**config.mk**
```make
export PLATFORM = sky130hd
export DESIGN_NAME = mismatch_event_counter
export DESIGN_NICKNAME = d
export VERILOG_FILES = /design/src/rtl/mismatch_event_counter.sv
export SDC_FILE = /design/constraint.sdc
export NUM_CORES = 1
export LEC_CHECK = 0
export ABC_AREA = 1
export CORE_MARGIN = 3
export CORE_UTILIZATION = 38
export DETAILED_ROUTE_END_ITERATION = 10
export GPL_ROUTABILITY_DRIVEN = 0
export HOLD_SLACK_MARGIN = 0.08
export PLACE_DENSITY_LB_ADDON = 0.2
export SYNTH_ARGS = -nofsm -noshare
export SYNTH_HDL_FRONTEND = slang
export SYNTH_SLANG_ARGS = --single-unit
```
**constraint.sdc**
```tcl
create_clock -name clk -period 2.1 [get_ports clk]
set_input_delay 0.63 -clock clk [delete_from_list [all_inputs] [get_ports clk]]
set_output_delay 0.63 -clock clk [all_outputs]
set_load 0.01 [all_outputs]
```
**src/rtl/mismatch_event_counter.sv**
```systemverilog
// rtl/mismatch_event_counter.sv - synchronised rising-edge counter for the gated XOR mismatch flag
module mismatch_event_counter #(
    parameter int CNT_W        = 4,
    parameter int ALARM_THRESH = 8,
    parameter int HOLD_CYCLES  = 3
) (
    input  logic             clk,
    input  logic             rst,
    input  logic             flag_in,
    input  logic             clear,
    output logic [CNT_W-1:0] count,
    output logic             pulse_out,
    output logic             alarm,
    output logic             sat,
    output logic             flag_sync
);

    localparam int HOLD_W = $clog2(HOLD_CYCLES + 1);
    localparam logic [CNT_W-1:0]  CNT_MAX   = {CNT_W{1'b1}};
    localparam logic [CNT_W-1:0]  THRESH_M1 = CNT_W'(ALARM_THRESH - 1);
    localparam logic [HOLD_W-1:0] HOLD_LOAD = HOLD_W'(HOLD_CYCLES);

    typedef enum logic [1:0] {
        IDLE     = 2'd0,
        COUNTING = 2'd1,
        ALARM    = 2'd2
    } state_t;

    logic              s1_q, s2_q, prev_q;
    logic [CNT_W-1:0]  count_q, count_d;
    logic [HOLD_W-1:0] hold_q, hold_d;
    logic              alarm_q, alarm_d;
    logic              sat_q, sat_d;
    state_t            state_q, state_d;

    logic rise;
    logic reach;

    // Synchroniser and edge history are outside the clear domain on purpose.
    always_ff @(posedge clk or posedge rst) begin
        if (rst) begin
            s1_q   <= 1'b0;
            s2_q   <= 1'b0;
            prev_q <= 1'b0;
        end else begin
            s1_q   <= flag_in;
            s2_q   <= s1_q;
            prev_q <= s2_q;
        end
    end

    assign rise  = s2_q & ~prev_q;
    // True when this event brings the count to the alarm threshold or beyond.
    assign reach = (count_q >= THRESH_M1);

    always_comb begin
        count_d = count_q;
        hold_d  = hold_q;
        alarm_d = alarm_q;
        sat_d   = sat_q;
        state_d = state_q;

        if (hold_q != '0) begin
            hold_d = hold_q - HOLD_W'(1);
        end

        if (clear) begin
            count_d = '0;
            hold_d  = '0;
            alarm_d = 1'b0;
            sat_d   = 1'b0;
            state_d = IDLE;
        end else if (rise) begin
            hold_d = HOLD_LOAD;
            if (count_q != CNT_MAX) begin
                count_d = count_q + CNT_W'(1);
            end else begin
                sat_d = 1'b1;
            end
            if (reach) begin
                alarm_d = 1'b1;
            end
            case (state_q)
                IDLE:     state_d = reach ? ALARM : COUNTING;
                COUNTING: if (reach) state_d = ALARM;
                default:  state_d = state_q;
            endcase
        end
    end

    always_ff @(posedge clk or posedge rst) begin
        if (rst) begin
            count_q <= '0;
            hold_q  <= '0;
            alarm_q <= 1'b0;
            sat_q   <= 1'b0;
            state_q <= IDLE;
        end else begin
            count_q <= count_d;
            hold_q  <= hold_d;
            alarm_q <= alarm_d;
            sat_q   <= sat_d;
            state_q <= state_d;
        end
    end

    assign count     = count_q;
    assign pulse_out = (hold_q != '0);
    assign alarm     = alarm_q;
    assign sat       = sat_q;
    assign flag_sync = s2_q;

endmodule

```
==> impl.org, run 1 <==
** Logic synthesis
- After synthesis the netlist holds a flip-flop and latch count of 11.
- Register area share after synthesis :: 0.5500
- Instance count of the mapped netlist :: between 50 and 60
- Counting every net in the synthesized netlist gives 60.
- After synthesis the cells add up to between 500 and 600 sq um.
- Average cell area after synthesis :: 9.268 sq um
- The number of different library cells used by synthesis comes to 16.
- During synthesis, Yosys emitted a total of 0 warnings.

** Timing
- Relative slew margins :: 0.7240
- Timing would allow up to between 500 and 600 MHz.
- RSZ-0062 raised after global routing :: false
- The number of max-slew violations in the final report is 0.
- In the finished design, the share of the clock period the worst path needs comes to 0.9131.
- Layout Skew :: between 5 and 6 ps
- For the finished layout, the period the worst path requires is ~1900 ps.
- Sum of negative setup slack :: 0 ps
- Crit path setup slack, layout :: approximately 180 ps
- At the pin with the least slew margin, the transition time is slightly above 400 ps.
- Final setup violation count :: 0
- Final Hold Fails :: 0

** Final layout
- # diodes :: 0
- In the final layout, the multi-input gates occupy between 150 and 200 sq um.
- Of the cells placed in the final design, the portion with a size suffix greater than 1 is 0.1014.
- In the final design database the tool counted 76 nets.
- Area delta synth->final :: 30.50%
- Registers take about 280 sq um.
- The filler cells instantiated in the layout total approximately 110.

** Status
- Result of the run :: finished, final reports clean

** Clock tree
- After clock tree synthesis, the clock-pin slew on the worst setup and hold paths is about 70 ps.
- The clock net in this run drives a total of 11 sinks.
- The clock passes through at most 2 buffers.
- Deepest level of the CTS H-tree :: 1
- Clock root buffer :: sky130_fd_sc_hd__clkbuf_4
- Clock insertion delay at the later pin of the skew report :: about 270 ps
- TritonCTS built the clock tree.
- In this run, CTS created clock tree buffers numbering 3.

** Floorplanning
- Measured along the x axis, the die boundary spans around 42 um.
- Die area :: roughly 1800 sq um
- In this run the core area contains 12 standard-cell rows.
- Floorplan Core Area :: between 1000 and 1500 sq um
- The initial utilization of the core area, before any placement, comes to 0.4274.
- Top Ports :: 12
- Die Height :: around 42 um

** Drt
- After detailed routing, the number of vias per cell comes to around 4.8.
- The routed layout has 399 vias.
- Residual DRC count :: 0
- In the final routed layout, each cell accounts on average for roughly 10 um.
- Final routed wirelength across all metal layers :: roughly 830 um
- DRT antenna net count :: 0
- Number of detailed-route iterations in the first pass :: 2
- Detailed router's first-iteration violation count :: 7

** Worst setup path
- The worst setup path is launched from a flop.
- Worst-path cell with the longest stage delay :: sky130_fd_sc_hd__clkdlybuf4s50_1
- Crit-path cells :: clkdlybuf4s50_1
- The worst setup path is captured at an output port.
- The kind of cell with the highest combined delay along the critical path is buffers and inverters.
- The largest single stage delay on the critical path is 570 ps.
- Number of buffers and inverters on the critical path :: 1
- Critical path peak fanout :: 7
- Path type of the worst setup path :: flop to output port
- Arrival time reported for the critical path endpoint :: between 1000 and 1500 ps
- Data on the critical path is required at its endpoint by between 1000 and 1500 ps.

** Placed design
- Post-placement worst setup slack :: approximately 250 ps
- Buffers placed on the I/O ports in this run total 11.
- Detailed placement ended at an HPWL of 639.1 um.

** Global routing
- For this run the aggregate overflow at the end of global routing stands at 0.
- The via count of the first global-routing pass was around 380.
- The number of antenna violations at the first check in global routing was 0.
- First-pass GRT wire length :: 1.462 mm
- Largest net degree at the start of global routing :: 12
- Across every metal layer, demand over resource in global routing totals 0.1126.

** Power
- Leakage Power :: 0.3352 nW
- Peak supply drop :: ~0.32 mV
- Pwr/cell area :: around 760 nW/um^2

** Flow run
- Across the run, the number of max-cap violations was 0.

** Worst hold path
- The tightest min-delay check is of the flop to flop type.
==> placed cells by master (no fill, tap or decap) <==
master and n:
sky130_fd_sc_hd__a21oi_1 2, sky130_fd_sc_hd__clkbuf_1 1, sky130_fd_sc_hd__clkbuf_4 3, sky130_fd_sc_hd__clkdlybuf4s50_1 10, sky130_fd_sc_hd__dfrtp_1 11, sky130_fd_sc_hd__dlygate4sd2_1 1
sky130_fd_sc_hd__ha_1 2, sky130_fd_sc_hd__inv_1 8, sky130_fd_sc_hd__inv_2 1, sky130_fd_sc_hd__nand2_1 13, sky130_fd_sc_hd__nand3_1 3, sky130_fd_sc_hd__nand3b_1 1
sky130_fd_sc_hd__nand4_1 3, sky130_fd_sc_hd__nor2_1 3, sky130_fd_sc_hd__nor2_4 2, sky130_fd_sc_hd__o21a_1 1, sky130_fd_sc_hd__o21ai_0 1, sky130_fd_sc_hd__o21ai_1 1
sky130_fd_sc_hd__or2_2 1, sky130_fd_sc_hd__xnor2_1 1
==> final cells by class <==
type	count	area share
Clock buffer	4	0.04023
Inverter	9	0.05172
Multi-Input combinational cell	34	0.2931
Sequential cell	11	0.4215
Tap cell	14	0.02682
Timing Repair Buffer	11	0.1667
==> flip-flops by register name, summed over array words and instances, names as in the netlist <==
signal and cells:
sat 1, alarm 1, count 4, hold_q 2
flag_sync 1, s1_q 1, prev_q 1
==> path summary, 6_finish.rpt <==
path | depth (start not counted) | slack (ps) | startpoint | to
max | 1 | 180 | count[2]$_DFFE_PP0P_ | count[2]
min | 0 | 350 | s1_q$_DFF_PP0_ | flag_sync$_DFF_PP0_
max reg2reg | 7 | 890 | count[0]$_DFFE_PP0P_ | count[3]$_DFFE_PP0P_
min reg2reg | 0 | 350 | s1_q$_DFF_PP0_ | flag_sync$_DFF_PP0_
max in group asynchronous | 2 | 1160 | rst | prev_q$_DFF_PP0_
min in group asynchronous | 2 | 650 | rst | count[1]$_DFFE_PP0P_
==> stage by stage <==
step	cell area (sq um)	hold slack [ps]	power, W	utilization	instances
after floorplan	500.5	331.2	0.0003183	-	54
after global placement	628.1	335.5	0.0003591	0.5363	79
after detailed placement	628.1	340.3	0.0003634	0.5363	79
after CTS	653.1	356.9	0.0004994	0.5577	83
after global routing	653.1	368.4	0.0005280	0.5577	83
final	653.1	354.8	0.0004938	0.5577	83
==> metal layers <==
metal  up-vias  GRT usage  routed length [um]
met5         -          0                   0
met3         5    0.03863                  36
met1       181     0.1360                 398
li1        202          -                   -
met2        11     0.1581                 363
met4         0    0.09317                  36
==> repair_timing <==
action	4_1_cts	5_1_grt
buffers inserted	0	0
hold buffers	0	0
resized for setup	1	0
endpoints found under the setup margin	1	0
==> worst register-to-register path, delay by kind of cell (launching register included) <==
family        cells  cell delay (ps)
simple gates      5              320
flops             1              430
buf+inv           1              110
fa+ha+maj         1              250
==> power by group <==
part / internal, W / switching, W / total (W)
Sequential: 0.000229 / 0.0000115 / 0.000241
Clock: 0.0000735 / 0.0000693 / 0.000143
Combinational: 0.0000534 / 0.0000567 / 0.000110
==> logic make-up (layout without fill, tap and decap cells) <==
kind of cell               Yosys count  after routing  share of synthesized area
DFF                                 11             11                     0.5500
buffers and inverters                9             24                    0.06750
AOI/OAI and AO/OA                    5              5                    0.05499
adders and majority gates            2              2                    0.04999
xor gates and xnor gates             1              1                    0.01750
and+or+nand+nor                     26             26                     0.2600
==> synthesized netlist by cell type <==
cell type                  instances  share of area
sky130_fd_sc_hd__inv_1             8          0.060
sky130_fd_sc_hd__inv_2             1         0.0075
sky130_fd_sc_hd__xnor2_1           1          0.018
sky130_fd_sc_hd__nand3_1           3          0.030
sky130_fd_sc_hd__o21ai_0           1          0.010
sky130_fd_sc_hd__nand2_1          13          0.098
sky130_fd_sc_hd__nand3b_1          1          0.015
sky130_fd_sc_hd__nor2_4            2          0.045
sky130_fd_sc_hd__or2_2             1          0.013
sky130_fd_sc_hd__o21ai_1           1          0.010
sky130_fd_sc_hd__o21a_1            1          0.015
sky130_fd_sc_hd__nor2_1            3          0.022
sky130_fd_sc_hd__nand4_1           3          0.038
sky130_fd_sc_hd__dfrtp_1          11           0.55
sky130_fd_sc_hd__ha_1              2          0.050
sky130_fd_sc_hd__a21oi_1           2          0.020
(Power assumes the default switching activity.)
==> run 2: changes to the inputs <==
--- a/config.mk
+++ b/config.mk
@@ -6,6 +6,7 @@
 export NUM_CORES = 1
 export LEC_CHECK = 0
 export ABC_AREA = 1
+export CAP_MARGIN = 0
 export CORE_MARGIN = 3
 export CORE_UTILIZATION = 38
 export DETAILED_ROUTE_END_ITERATION = 10
==> results of run 2 <==
Same layout as run 1: the final DEF is identical, and so are final timing and power.
==> run 3: changes to the inputs <==
--- a/config.mk
+++ b/config.mk
@@ -5,7 +5,6 @@
 export SDC_FILE = /design/constraint.sdc
 export NUM_CORES = 1
 export LEC_CHECK = 0
-export ABC_AREA = 1
 export CAP_MARGIN = 0
 export CORE_MARGIN = 3
 export CORE_UTILIZATION = 38
==> impl.org, run 3 <==
** Final layout
- Number of nets in the finished design :: 65
- # diodes :: 0
- Max reg flops :: 4
- Most frequent standard cell in the layout excluding fill and tap cells :: sky130_fd_sc_hd__dfrtp_1
- The area growth from synthesis to layout is 27.07%.
- Leading cell types in the layout, fill and taps excluded :: sky130_fd_sc_hd__dfrtp_1, sky130_fd_sc_hd__clkdlybuf4s50_1, sky130_fd_sc_hd__a21oi_1
- In the final layout, the share of cells above drive strength 1 is 0.1379.
- Post-route insts no fill :: between 70 and 80

** Global routing
- In the global route stage, overall resource usage came out at 0.1130.
- Initial antenna violation count :: 0
- The total overflow left after global routing is 0.
- Number of global-route vias before repair :: 317
- First-pass GRT wire length :: between 1.5 and 2 mm
- Entering global routing, the biggest net connects 12 pins.

** Clock tree
- Deepest level of the CTS H-tree :: 1
- After clock tree synthesis, the clock-pin slew on the worst setup and hold paths is approximately 70 ps.
- CTS Buffer Depth :: 2
- Clock root buffer :: sky130_fd_sc_hd__clkbuf_4
- # clock sinks :: 11
- TritonCTS clock tree :: yes
- Number of buffers created by CTS :: 3
- Hold-fix buffers at CTS :: 0
- The clock reaches the later pin of the worst-skew pair after around 270 ps.

** Logic synthesis
- Synthesized net count :: 50
- Instance count of the mapped netlist :: 44
- Number of enable-type register cells in the synthesized netlist :: 0
- For this run, the leading register cell type out of synthesis is sky130_fd_sc_hd__dfrtp_1.
- Of the total synthesized cell area, the portion taken by full adders, half adders and majority gates is 0.04878.
- By area, the combinational part of the netlist is dominated by simple AND/OR/NAND/NOR gates.
- Simple-gate share of the synthesized area :: 0.1512
- Commonest cells in the netlist :: sky130_fd_sc_hd__dfrtp_1, sky130_fd_sc_hd__a21oi_1, sky130_fd_sc_hd__inv_1, sky130_fd_sc_hd__nor2_1, sky130_fd_sc_hd__nor3_1
- Multiplexer area fraction after synthesis :: 0.06341
- Counting distinct cell types in the post-synthesis netlist gives 22.
- Of the synthesized area, sequential elements account for 0.5366.
- Complex-gate fraction of the synthesized area :: 0.1268
- sky130_fd_sc_hd__dfrtp_1 is the most common cell in the netlist.
- Total standard cell area after synthesis :: 513.0 sq um
- Ranking of synthesized cells by area :: sky130_fd_sc_hd__dfrtp_1, sky130_fd_sc_hd__ha_1, sky130_fd_sc_hd__a21oi_1
- Post-synthesis xor/xnor area fraction :: 0.01707
- Yosys printed 0 warnings.
- The largest total area in the synthesized netlist belongs to sky130_fd_sc_hd__dfrtp_1.
- Area share of the largest cell type after synthesis :: 0.5366
- For this run, asynchronously set or reset flops after synthesis account for 1.000.
- After synthesis the netlist holds a flip-flop and latch count of 11.
- Average cell area after synthesis :: 11.66 sq um

** Floorplanning
- Die width :: 42.74 um
- For this design the top-level I/O count stands at 12.
- The die covers 1827 sq um.
- Die Height :: 42.74 um
- The initial utilization of the core area, before any placement, comes to 0.4325.
- In this run the core area contains 12 standard-cell rows.
- Floorplan Core Area :: between 1000 and 1500 sq um

** Worst setup path
- The setup path with the least slack is of type flop to output port.
- The worst setup path is launched from a flop.
- The largest single stage delay on the critical path is about 590 ps.
- Number of buffers and inverters on the critical path :: 1
- Crit end category :: output port
- Crit-path cells :: clkdlybuf4s50_1
- Worst endpoint required time :: 1470 ps
- Critical path peak fanout :: 8
- Cell family with the largest share of critical-path delay :: buffers and inverters
- For the worst setup path, the data arrival time is approximately 1300 ps.
- The largest individual stage delay along the critical path comes from the cell sky130_fd_sc_hd__clkdlybuf4s50_1.

** Timing
- Between clock sinks in the finished design, the worst skew comes to about 0.36 ps.
- Crit share post-route :: 0.9399
- Across all hold checks on the routed design, the worst slack comes to ~350 ps.
- RSZ-0062 raised after global routing :: false
- Peak clock frequency supported by timing :: about 510 MHz
- Final setup violation count :: 0
- Slew at the pin closest to its max-slew limit :: about 400 ps
- Relative slew margins :: 0.7265
- The number of max-slew violations in the final report was 0.
- Sum of negative setup slack :: 0 ps
- Setup slack closes at around 130 ps.
- The clock period could shrink to ~2000 ps.
- The number of hold violations in the final report came to 0.

** Flow run
- The tool flagged a number of max-cap violations equal to 0.

** Status
- The run finished with clean final reports.

** Placed design
- Including well taps, the total number of placed cells is 68.
- Count of buffers from port buffering :: 11
- The wire-length estimate of the detail-placed layout is 597 um.
- Post-placement worst setup slack :: 283.0 ps

** Drt
- Average wire per cell in the routed design :: between 10 and 15 um
- The detailed router finished its first iteration with 4 violations.
- Residual DRC count :: 0
- Across all layers, the routed design uses ~350 vias.
- Final routed wirelength across all metal layers :: between 800 and 900 um
- The first detailed-routing pass took 4 iterations.
- Drt via density :: 4.889
- In this run the remaining antenna-violating nets after routing total 0.

** Power
- Leakage Power :: ~0.3 nW
- Peak supply drop :: slightly above 0.4 mV
- Total power draw :: around 0.00050 W
- Pwr/cell area :: about 760 nW/um^2

** Worst hold path
- The min-delay analysis places its worst path in the category flop to flop.
==> run 3: changes by cell type in the layout (fill, tap and decap cells not counted), moves of 2 or more <==
| cell | before | now |
|---|---|---|
| sky130_fd_sc_hd__a21oi_1 | 2 | 4 |
| sky130_fd_sc_hd__a41oi_1 | 0 | 2 |
| sky130_fd_sc_hd__inv_1 | 8 | 3 |
| sky130_fd_sc_hd__nand2_1 | 13 | 1 |
| sky130_fd_sc_hd__nand2b_1 | 0 | 2 |
| sky130_fd_sc_hd__nand3_1 | 3 | 1 |
| sky130_fd_sc_hd__nand4_1 | 3 | 0 |
| sky130_fd_sc_hd__nor2_4 | 2 | 0 |
| sky130_fd_sc_hd__nor3_1 | 0 | 3 |
==> run 3: path summary, 6_finish.rpt <==
check | start | cells after the start | slack, ps | to
worst max register to register | count[0]$_DFFE_PP0P_ | 3 | 620 | count[0]$_DFFE_PP0P_
worst max-delay path | count[2]$_DFFE_PP0P_ | 1 | 130 | count[2]
worst min-delay path | s1_q$_DFF_PP0_ | 0 | 350 | flag_sync$_DFF_PP0_
max in group asynchronous | rst | 2 | 1170 | hold_q[0]$_DFFE_PP0P_
worst min register to register | s1_q$_DFF_PP0_ | 0 | 350 | flag_sync$_DFF_PP0_
min in group asynchronous | rst | 2 | 640 | flag_sync$_DFF_PP0_
==> run 3: kinds of logic after synthesis <==
logic type               after synthesis
adder cells (fa/ha/maj)                2
multiplexers                           3
XOR/XNOR                               1
flip-flops                            11
AND/OR/NAND/NOR                       13
buffers and inverters                  5
AO/OA/AOI/OAI                          9
==> run 3: metal layers <==
metal	GRT usage	routed length, um	vias up
met5	0	0	-
met4	0.03727	10	0
met3	0.06780	78	2
met2	0.1407	367	15
met1	0.1575	399	155
li1	-	-	180
==> run 3: final cells by class <==
type / count / area (sq um)
clock buffer: 4 / 26.28
tap: 14 / 17.52
timing repair buffer: 11 / 108.9
inverter: 4 / 15.01
multi-input combinational: 28 / 209.0
sequential: 11 / 275.3
fill: 115 / 534.3
==> run 3: per-stage QoR <==
step	instance area, sq um	utilization
floorplan	513.0	-
CTS	651.9	0.5496
finish	651.9	0.5496
global route	651.9	0.5496
detailed placement	626.9	0.5285
global placement	626.9	0.5285
==> run 3: repair_timing <==
item	4_1_cts	5_1_grt
buffers inserted	0	0
setup endpoints to repair	1	0
gates resized for setup	1	0
==> run 3: power breakdown <==
| group | leakage, nW | internal [W] | switching [W] |
|---|---|---|---|
| clock | 0.0150 | 0.0000737 | 0.0000731 |
| sequential | 0.143 | 0.000230 | 0.0000107 |
| combinational | 0.137 | 0.0000581 | 0.0000529 |
